===== config.mk =====
export PLATFORM = sky130hd
export DESIGN_NAME = ex_hazard_sequencer
export DESIGN_NICKNAME = d
export VERILOG_FILES = /design/src/rtl/ex_hazard_sequencer.sv
export SDC_FILE = /design/constraint.sdc
export NUM_CORES = 1
export LEC_CHECK = 0
export CAP_MARGIN = 25
export CORE_UTILIZATION = 25
export DETAILED_ROUTE_END_ITERATION = 10
export GPL_TIMING_DRIVEN = 0
export PLACE_DENSITY_LB_ADDON = 0.3
export SLEW_MARGIN = 15
export SYNTH_ARGS = -nofsm -noshare
export SYNTH_HDL_FRONTEND = slang
export SYNTH_SLANG_ARGS = --single-unit

===== constraint.sdc =====
create_clock -name clk -period 3.3 [get_ports clk]
set_input_delay 0.825 -clock clk [delete_from_list [all_inputs] [get_ports clk]]
set_output_delay 0.825 -clock clk [all_outputs]
set_load 0.005 [all_outputs]

===== src/rtl/ex_hazard_sequencer.sv =====
// Execute-stage hazard and sequencing controller: operand forwarding selects,
// load-use stall, branch/jump flush, fixed-latency multi-cycle op sequencing
// and stall/flush performance counters.
module ex_hazard_sequencer #(
  parameter int MC_CYCLES = 4,
  parameter int CNT_W     = 32
) (
  input  logic             clk,
  input  logic             reset,
  input  logic [4:0]       rs1_d,
  input  logic [4:0]       rs2_d,
  input  logic [4:0]       rs1_e,
  input  logic [4:0]       rs2_e,
  input  logic [4:0]       rd_e,
  input  logic [1:0]       result_src_e,
  input  logic             pc_src_e,
  input  logic             mc_op_e,
  input  logic [4:0]       rd_m,
  input  logic             regwrite_m,
  input  logic [4:0]       rd_w,
  input  logic             regwrite_w,
  output logic [1:0]       forward_operand_a_e,
  output logic [1:0]       forward_operand_b_e,
  output logic             stall_f,
  output logic             stall_d,
  output logic             stall_e,
  output logic             flush_d,
  output logic             flush_e,
  output logic             flush_m,
  output logic             mc_start,
  output logic             mc_busy,
  output logic [CNT_W-1:0] stall_count,
  output logic [CNT_W-1:0] flush_count
);

  typedef enum logic {IDLE, BUSY} state_t;

  // The start cycle and the final release cycle are not counted by cnt,
  // so the op occupies EX for cnt_load + 2 cycles in total.
  localparam logic [3:0] CNT_LOAD = 4'(MC_CYCLES - 2);

  state_t     state, state_next;
  logic [3:0] cnt, cnt_next;
  logic       load_use;

  // MEM result is younger than WB, so it wins; x0 is hardwired and never forwarded.
  function automatic logic [1:0] fwd_sel(input logic [4:0] rs);
    if (regwrite_m && rd_m != 5'd0 && rd_m == rs)      fwd_sel = 2'b10;
    else if (regwrite_w && rd_w != 5'd0 && rd_w == rs) fwd_sel = 2'b01;
    else                                               fwd_sel = 2'b00;
  endfunction

  // Operand forward selects for the instruction in EX.
  always_comb begin
    forward_operand_a_e = fwd_sel(rs1_e);
    forward_operand_b_e = fwd_sel(rs2_e);
  end

  // Load in EX whose destination is read by the instruction in decode.
  always_comb begin
    load_use = (result_src_e == 2'b01) && (rd_e != 5'd0) &&
               ((rd_e == rs1_d) || (rd_e == rs2_d));
  end

  // State and occupancy counter; reset aborts any op in flight.
  always_ff @(posedge clk or posedge reset) begin
    if (reset) begin
      state <= IDLE;
      cnt   <= 4'd0;
    end else begin
      state <= state_next;
      cnt   <= cnt_next;
    end
  end

  // Next state and stall/flush drive; a busy multi-cycle op outranks
  // control-flow flushes, which outrank load-use stalls.
  always_comb begin
    state_next = state;
    cnt_next   = cnt;
    stall_f    = 1'b0;
    stall_d    = 1'b0;
    stall_e    = 1'b0;
    flush_d    = 1'b0;
    flush_e    = 1'b0;
    flush_m    = 1'b0;
    mc_start   = 1'b0;
    mc_busy    = (state == BUSY);
    case (state)
      IDLE: begin
        if (mc_op_e && !pc_src_e) begin
          mc_start   = 1'b1;
          stall_f    = 1'b1;
          stall_d    = 1'b1;
          stall_e    = 1'b1;
          flush_m    = 1'b1;
          state_next = BUSY;
          cnt_next   = CNT_LOAD;
        end else if (pc_src_e) begin
          flush_d = 1'b1;
          flush_e = 1'b1;
        end else if (load_use) begin
          stall_f = 1'b1;
          stall_d = 1'b1;
          flush_e = 1'b1;
        end
      end
      BUSY: begin
        if (cnt != 4'd0) begin
          stall_f  = 1'b1;
          stall_d  = 1'b1;
          stall_e  = 1'b1;
          flush_m  = 1'b1;
          cnt_next = cnt - 4'd1;
        end else begin
          state_next = IDLE;
        end
      end
      default: state_next = IDLE;
    endcase
  end

  // Performance counters, wrapping naturally at 2^CNT_W.
  always_ff @(posedge clk or posedge reset) begin
    if (reset) begin
      stall_count <= '0;
      flush_count <= '0;
    end else begin
      if (stall_f) stall_count <= stall_count + 1'b1;
      if (flush_d) flush_count <= flush_count + 1'b1;
    end
  end

endmodule


* Yosys cells after proc, flatten, opt, wreduce, memory -nomap -nowiden
Cells that the tools add are included.
Storage, ports and cells: register bits after elaboration 69, input port bits 43, logic and storage cells 54
Operators by class: add/sub/neg operators 3, equal/unequal tests 9, muxes and demuxes 21, bitwise logic cells 1, reductions and logical operators 16
Operator list (number):
- 32-bit by 1-bit adder with 32-bit output, second input constant | 2
- 5-bit equality test | 6
- 5-bit nonzero test | 3
- 1-bit 2-to-1 mux | 14
- 1-bit logical AND | 9
- 4-bit 2-to-1 mux | 2
- 4-bit case mux with 2 select lines | 1
- 2-bit 2-to-1 mux | 2
- 1-bit case mux with 2 select lines | 2
- 4-bit nonzero test | 1
- 4-bit by 1-bit subtractor with 4-bit output, second input constant | 1
- 2-bit by 1-bit equality test with 1-bit output, second input constant | 1
- 2-bit by 1-bit inequality test with 1-bit output, second input constant | 1
- 2-bit inequality test, second input constant | 1
- 2-bit AND reduction | 1
- 1-bit logical NOT | 1
- 1-bit logical OR | 1
- 1-bit inverter | 1

* Logic depth before layout (Yosys ltp)
Gate-level depths: netlist of run 1.
word-level depth 7, gate-level depth with buffers 8, gate-level depth less buffers 7

* Least setup slack after synthesis of run 1
Ideal clock, no wire load.
path type input to output, start in rd_m[1], end out forward_operand_a_e[0], arrival 1952 ps, data required time 2475 ps, setup slack 523 ps, stages 4, buffers on the path 0, cell sequence or4_1 > o21ai_0 > nor4_1 > nor4_1
Between the ends: longest elaborated chain between the ends 4, elaborated cells between the ends (all ways) 5
Ends and longest elaborated chain:
- start: declaration | line 18 | input logic [4:0] rd_m,
- 5-bit nonzero test | line 48 | if (regwrite_m && rd_m != 5'd0 && rd_m == rs) fwd_sel = 2'b10;
- 1-bit logical AND | line 48
- 1-bit logical AND (*) | line 48
- 2-bit 2-to-1 mux (*) | line 48
- end: declaration | line 22 | output logic [1:0] forward_operand_a_e,
Mark *: on every way between the ends. The rest lies on a longest branch, timed or not.

* Final worst setup path of run 1
Ends and elaborated chain as after synthesis.

==> flow_summary.toml, run 1 <==
[run_status]
status = "finished clean"

[synthesis]
synth-main-ff-cell = "dfrtp_1"
synth_top_area_share_pct = 48.1
ys_ff_latch = 69
yosys_warnings = 0
synth_cell_types = 40
yosys.area.top_type = "dfrtp_1"
synth-edff-count = 0
synth.area.top_cells = "dfrtp_1, xnor2_1, xor2_1, nand4_1, nand3_1"
syn_avg_cell_area_um2 = 10.7
synth_cells = 334
ys_top_cells_by_count = "dfrtp_1, xnor2_1, xor2_1"
synthArstFlopShare_pct = 100
netlist_area_um2 = 3590
yosysMostFrequentCell = "dfrtp_1"
yosysSeqAreaShare_pct = 48.1
syn-num-nets = 380

[global_route]
grt_usage_pct = 13.0
grt_pass1_wl_um = 15000
grt-ovfl-total = 0
grt_antenna_before_repair = 0
grt_max_degree = 47
grt_pass1_vias = 2976

[power_and_ir_drop]
clockPowerShare_pct = 31.2
powerDensity_nw_per_um2 = 533
power_uw = 2870
p_sw_share_pct = 31.1
comb_power_share_pct = 31.7
ir_worst_vdd_mv = 0.381
p_leak_uw = 0.00229
internal-power_uw = 1980
power.switching_uw = 895
seqPwrFrac_pct = 37.1

[floorplanning]
num_io_pins = 119
die_y_um = 122
row_count = 43
die_w_um = 122
design.die.area_um2 = 14800
core_um2 = 13900
initial_core_util_pct = 25.7

[critical_path]
crit_fanout = 3
max_stage_delay_ns = 0.56
r2r_end = "stall_count[8]"
worst-setup-path-type = "in2out"
critPathLaunchType = "primary input"
rrSetupSlack_ns = 0.96
reg2reg_from = "cnt[0]"
cp.required_ns = 2.47
path_cells = "dlygate4sd2_1 -> or4_4 -> o21ai_4 -> nor4_4 -> nor4_2 -> buf_2"
r2r_cells = 10
cp_slowest_cell = "or4_4"
arrival_ns = 2.40
endpoint_kind = "output port"

[cts]
cts.hold.buffers_added = 0
cts_htree_levels = 3
clockBufferDepth = 2
cts_tree = "built"
clkTransAtPathRegs_ns = 0.06
cts_root_buf = "clkbuf_16"
clock-sinks = 69
clk_latency_ns = 0.33
numCtsBuffers = 9

[timing]
whs_ns = 0.470
final_max_slew_viol_count = 0
finClkSkew_ns = 0.00832
setup_violations = 0
slew_headroom_pct = 64.9
max_freq_ghz = 0.310
setup_slack_ns = 0.0740
finalCritPeriodShare_pct = 97.8
hold_viol = 0
min_period_ns = 3.23
tightestPinTransition_ns = 0.527

[layout]
antennaDiodeCount = 0
final_area_um2 = 5400
finalNetCount = 513
area.growth.synth_to_final_pct = 50.4
drive_gt1_share_pct = 11.7
fin_util_pct = 38.7

[min_path]
min_to = "flush_count[31]"
hold_path_class = "reg2reg"
worst_hold_startpoint = "flush_count[31]"
min_path_cells = 1

[routing]
vias = 2939
ant_nets = 0
drc_errors = 0
drt-total-wl_um = 8920
drt_iter0_drc = 148
first_pass_iters = 4
routed_via_density = 4.51
wl_per_cell_um = 13.7

[place]
numPortBuffers = 118
post-place-ws_ns = -0.693
dpl.hpwl_um = 6520
place_area_um2 = 5020
place_congestion = 0.755

[flow_run]
drv_cap = 0
[critical path, delay by kind of cell]
| kind | cells | cell delay [ns] |
|---|---|---|
| AOI/OAI and AO/OA | 1 | 0.17 |
| buffers and inverters | 2 | 0.46 |
| and+or+nand+nor | 3 | 0.93 |
[worst max-delay path by stage]
stage | from | endpoint | depth (start not counted)
2_1_floorplan | rd_m[1] | forward_operand_a_e[0] | 4
3_3_place_gp | rd_m[1] | forward_operand_a_e[0] | 6
3_5_place_dp | rd_m[1] | forward_operand_a_e[0] | 6
4_1_cts | rd_m[4] | forward_operand_b_e[0] | 7
5_1_grt | rd_m[1] | forward_operand_a_e[0] | 6
6_report | rd_m[1] | forward_operand_a_e[0] | 6
[cells by family (layout without fill, tap and decap cells)]
kind of cell	count (synthesis)	after routing	synth area share, %
simple gates	135	135	21.9
xor+xnor	92	92	22.5
mux	2	2	0.628
fa+ha+maj	3	3	1.05
flops	69	69	48.1
compound gates	12	12	2.62
buf+inv	21	159	3.21
[repair_timing]
item                       in CTS  in global routing
pin swaps                       9                  3
setup endpoints to repair       7                  4
gates cloned                    0                  0
hold endpoints to repair        0                  0
setup buffers                   4                  0
resized for setup              47                  4
[cell type report]
class                   instances  area, um2
plain buffers                   9       66.3
clock buffers                  10        239
clock inverters                 6       38.8
fillers                      1361       8540
inverters                      11       43.8
multi-input cells             244       1840
flip-flops and latches         69       1730
well taps                     180        225
repair buffers                123       1210
[metrics by stage]
stage,setup TNS [ns],cells
global route,-0.00402,652
CTS,0,652
floorplan,0,334
finish,0,652
detailed placement,-2.91,633
global placement,-42.01,632
[registers in the layout, summed over array words and instances, names as in the netlist]
name         flops
cnt              4
stall_count     32
mc_busy          1
flush_count     32
[power groups by stage]
| stage | clock, uW | sequential (uW) | combinational (uW) |
|---|---|---|---|
| 6_report | 896 | 1070 | 911 |
| 5_1_grt | 968 | 1080 | 996 |
| 4_1_cts | 931 | 1070 | 927 |
| 3_5_place_dp | 0 | 1080 | 885 |
| 3_3_place_gp | 0 | 1080 | 872 |
| 2_1_floorplan | 0 | 1060 | 457 |
[layout by cell type (no fill, tap or decap), drive strengths merged, types with 5 or more instances in the layout]
| cell type | synthesis | final |
|---|---|---|
| and3 | 11 | 11 |
| and4 | 8 | 8 |
| buf | 8 | 14 |
| clkbuf | 2 | 12 |
| clkdlybuf4s50 | 0 | 94 |
| dfrtp | 69 | 69 |
| dlygate4sd2 | 0 | 18 |
| inv | 11 | 11 |
| nand2 | 21 | 21 |
| nand3 | 24 | 24 |
| nand4 | 25 | 25 |
| nor2 | 22 | 22 |
| or4 | 5 | 5 |
| xnor2 | 57 | 57 |
| xor2 | 35 | 35 |
[layer usage]
layer / global-route usage [%] / share of wire (%)
met5: 0 / 0
met4: 4.63 / 1.5
met2: 20.7 / 47
met1: 16.8 / 46
met3: 3.70 / 4.8
Note: power is estimated with default switching activity, not from simulation.
==> inputs of run 2 (changes only) <==
MAX_ROUTING_LAYER = met4   (was default)
==> run 2 against run 1 <==
Net effect: combinational power hardly changed; cell count did not move; first-iteration DRC count decreased by 4.1%; register-to-register slack hardly changed; via count is 0.10% lower; critical path type unchanged.
==> flow_summary.toml, run 2 (synthesized netlist as in run 1, its figures left out) <==
[cts]
cts_tree = "built"
clockBufferDepth = 2
clkTransAtPathRegs_ns = 0.06
cts_htree_levels = 3
clock-sinks = 69
cts_root_buf = "clkbuf_16"
cts.hold.buffers_added = 0
clk_latency_ns = 0.33
numCtsBuffers = 9

[timing]
hold_viol = 0
min_period_ns = 3.22
final.setup.tns_ns = 0
finalCritPeriodShare_pct = 97.7
max_freq_ghz = 0.310
whs_ns = 0.470
tightestPinTransition_ns = 0.527
final_max_slew_viol_count = 0
finClkSkew_ns = 0.00770
setup_slack_ns = 0.0757
setup_violations = 0
slew_headroom_pct = 64.8

[place]
dpl.hpwl_um = 6520
numPortBuffers = 118
post-place-ws_ns = -0.693
place_congestion = 0.764
dpl.cell_count = 633

[layout]
drive_gt1_share_pct = 11.7
stdcell_count = 652
mostFrequentLayoutCells = "clkdlybuf4s50_1, dfrtp_1, xnor2_1"
reg_top3 = "flush_count (32), stall_count (32), cnt (4)"
multi_input_area_um2 = 1840
finalNetCount = 513
antennaDiodeCount = 0
layout_commonest_cell = "clkdlybuf4s50_1"
seq_area_um2 = 1730
area.growth.synth_to_final_pct = 50.4
num-fill-cells = 1361

[critical_path]
endpoint_kind = "output port"
worst-setup-path-type = "in2out"
critPathLaunchType = "primary input"
cp.required_ns = 2.47
crit_fanout = 3
arrival_ns = 2.40

[routing]
drt_iter0_drc = 142
ant_nets = 0
wl_per_cell_um = 13.7
vias = 2936
first_pass_iters = 5
routed_via_density = 4.50
drt-total-wl_um = 8920
drc_errors = 0

[floorplanning]
design.die.area_um2 = 14800
core_um2 = 13900
num_io_pins = 119
initial_core_util_pct = 25.7
die_y_um = 122
die_w_um = 122
row_count = 43

[global_route]
grt_pass1_vias = 2975
grt_usage_pct = 13.4
grt_max_degree = 47
grt-ovfl-total = 0
grt_pass1_wl_um = 15000
grt_antenna_before_repair = 0

[min_path]
hold_path_class = "reg2reg"

[power_and_ir_drop]
clockPowerShare_pct = 31.1
internal-power_uw = 1980
p_sw_share_pct = 31.0
seqPwrFrac_pct = 37.2
power.switching_uw = 890
p_leak_uw = 0.00229
powerDensity_nw_per_um2 = 532
power_uw = 2870
comb_power_share_pct = 31.8
ir_worst_vdd_mv = 0.381

[run_status]
status = "finished clean"

[flow_run]
drv_cap = 0
[run 2: layout make-up]
class,count,share of cell area (%)
timing repair buffer,123,22.4
clock buffer,10,4.43
tap,180,4.17
clock inverter,6,0.719
sequential,69,32.0
multi-input combinational,244,34.2
inverter,11,0.812
buffer,9,1.23
[run 2: critical path, cell delays in order]
cell and delay (ns):
dlygate4sd2_1 0.29, or4_4 0.56, o21ai_4 0.17, nor4_4 0.07, nor4_2 0.30, buf_2 0.17
[run 2: metal layers]
layer | track usage (%) | part of all wire [%] | vias to the layer above
met4 | 4.63 | 1.5 | 0
met2 | 20.8 | 47 | 88
met3 | 3.51 | 4.4 | 13
li1 | - | - | 1424
met1 | 16.8 | 47 | 1411
met5 | - | 0 | -
[run 2: repair_timing]
action	4_1_cts	5_1_grt
gates resized for setup	47	4
buffers inserted	4	0
pin swaps	9	3
endpoints found under the setup margin	7	4
[run 2: stage by stage]
stage / cell area (um2) / utilization [%]
finish: 5400 / 38.7
global route: 5400 / 38.7
CTS: 5380 / 38.6
detailed placement: 5020 / 36.1
global placement: 4990 / 35.8
floorplan: 3590 / -
[run 2: path summary, 6_finish.rpt]
path,from,end,cells after the start,slack [ns]
max in group asynchronous,reset,stall_count[0],3,1.93
min in group asynchronous,reset,flush_count[13],2,0.82
worst max-delay path,rd_m[1],forward_operand_a_e[0],6,0.08
worst max register to register,cnt[0],stall_count[8],10,0.96
worst min-delay path,flush_count[31],flush_count[31],1,0.47
worst min register to register,flush_count[31],flush_count[31],1,0.47
[run 2: power by group through the flow]
stage | clock network [uW] | registers [uW] | logic (uW)
final | 891 | 1070 | 912
after CTS | 931 | 1070 | 927
after global routing | 966 | 1080 | 996
after global placement | 0 | 1080 | 872
after floorplan | 0 | 1060 | 457
after detailed placement | 0 | 1080 | 885
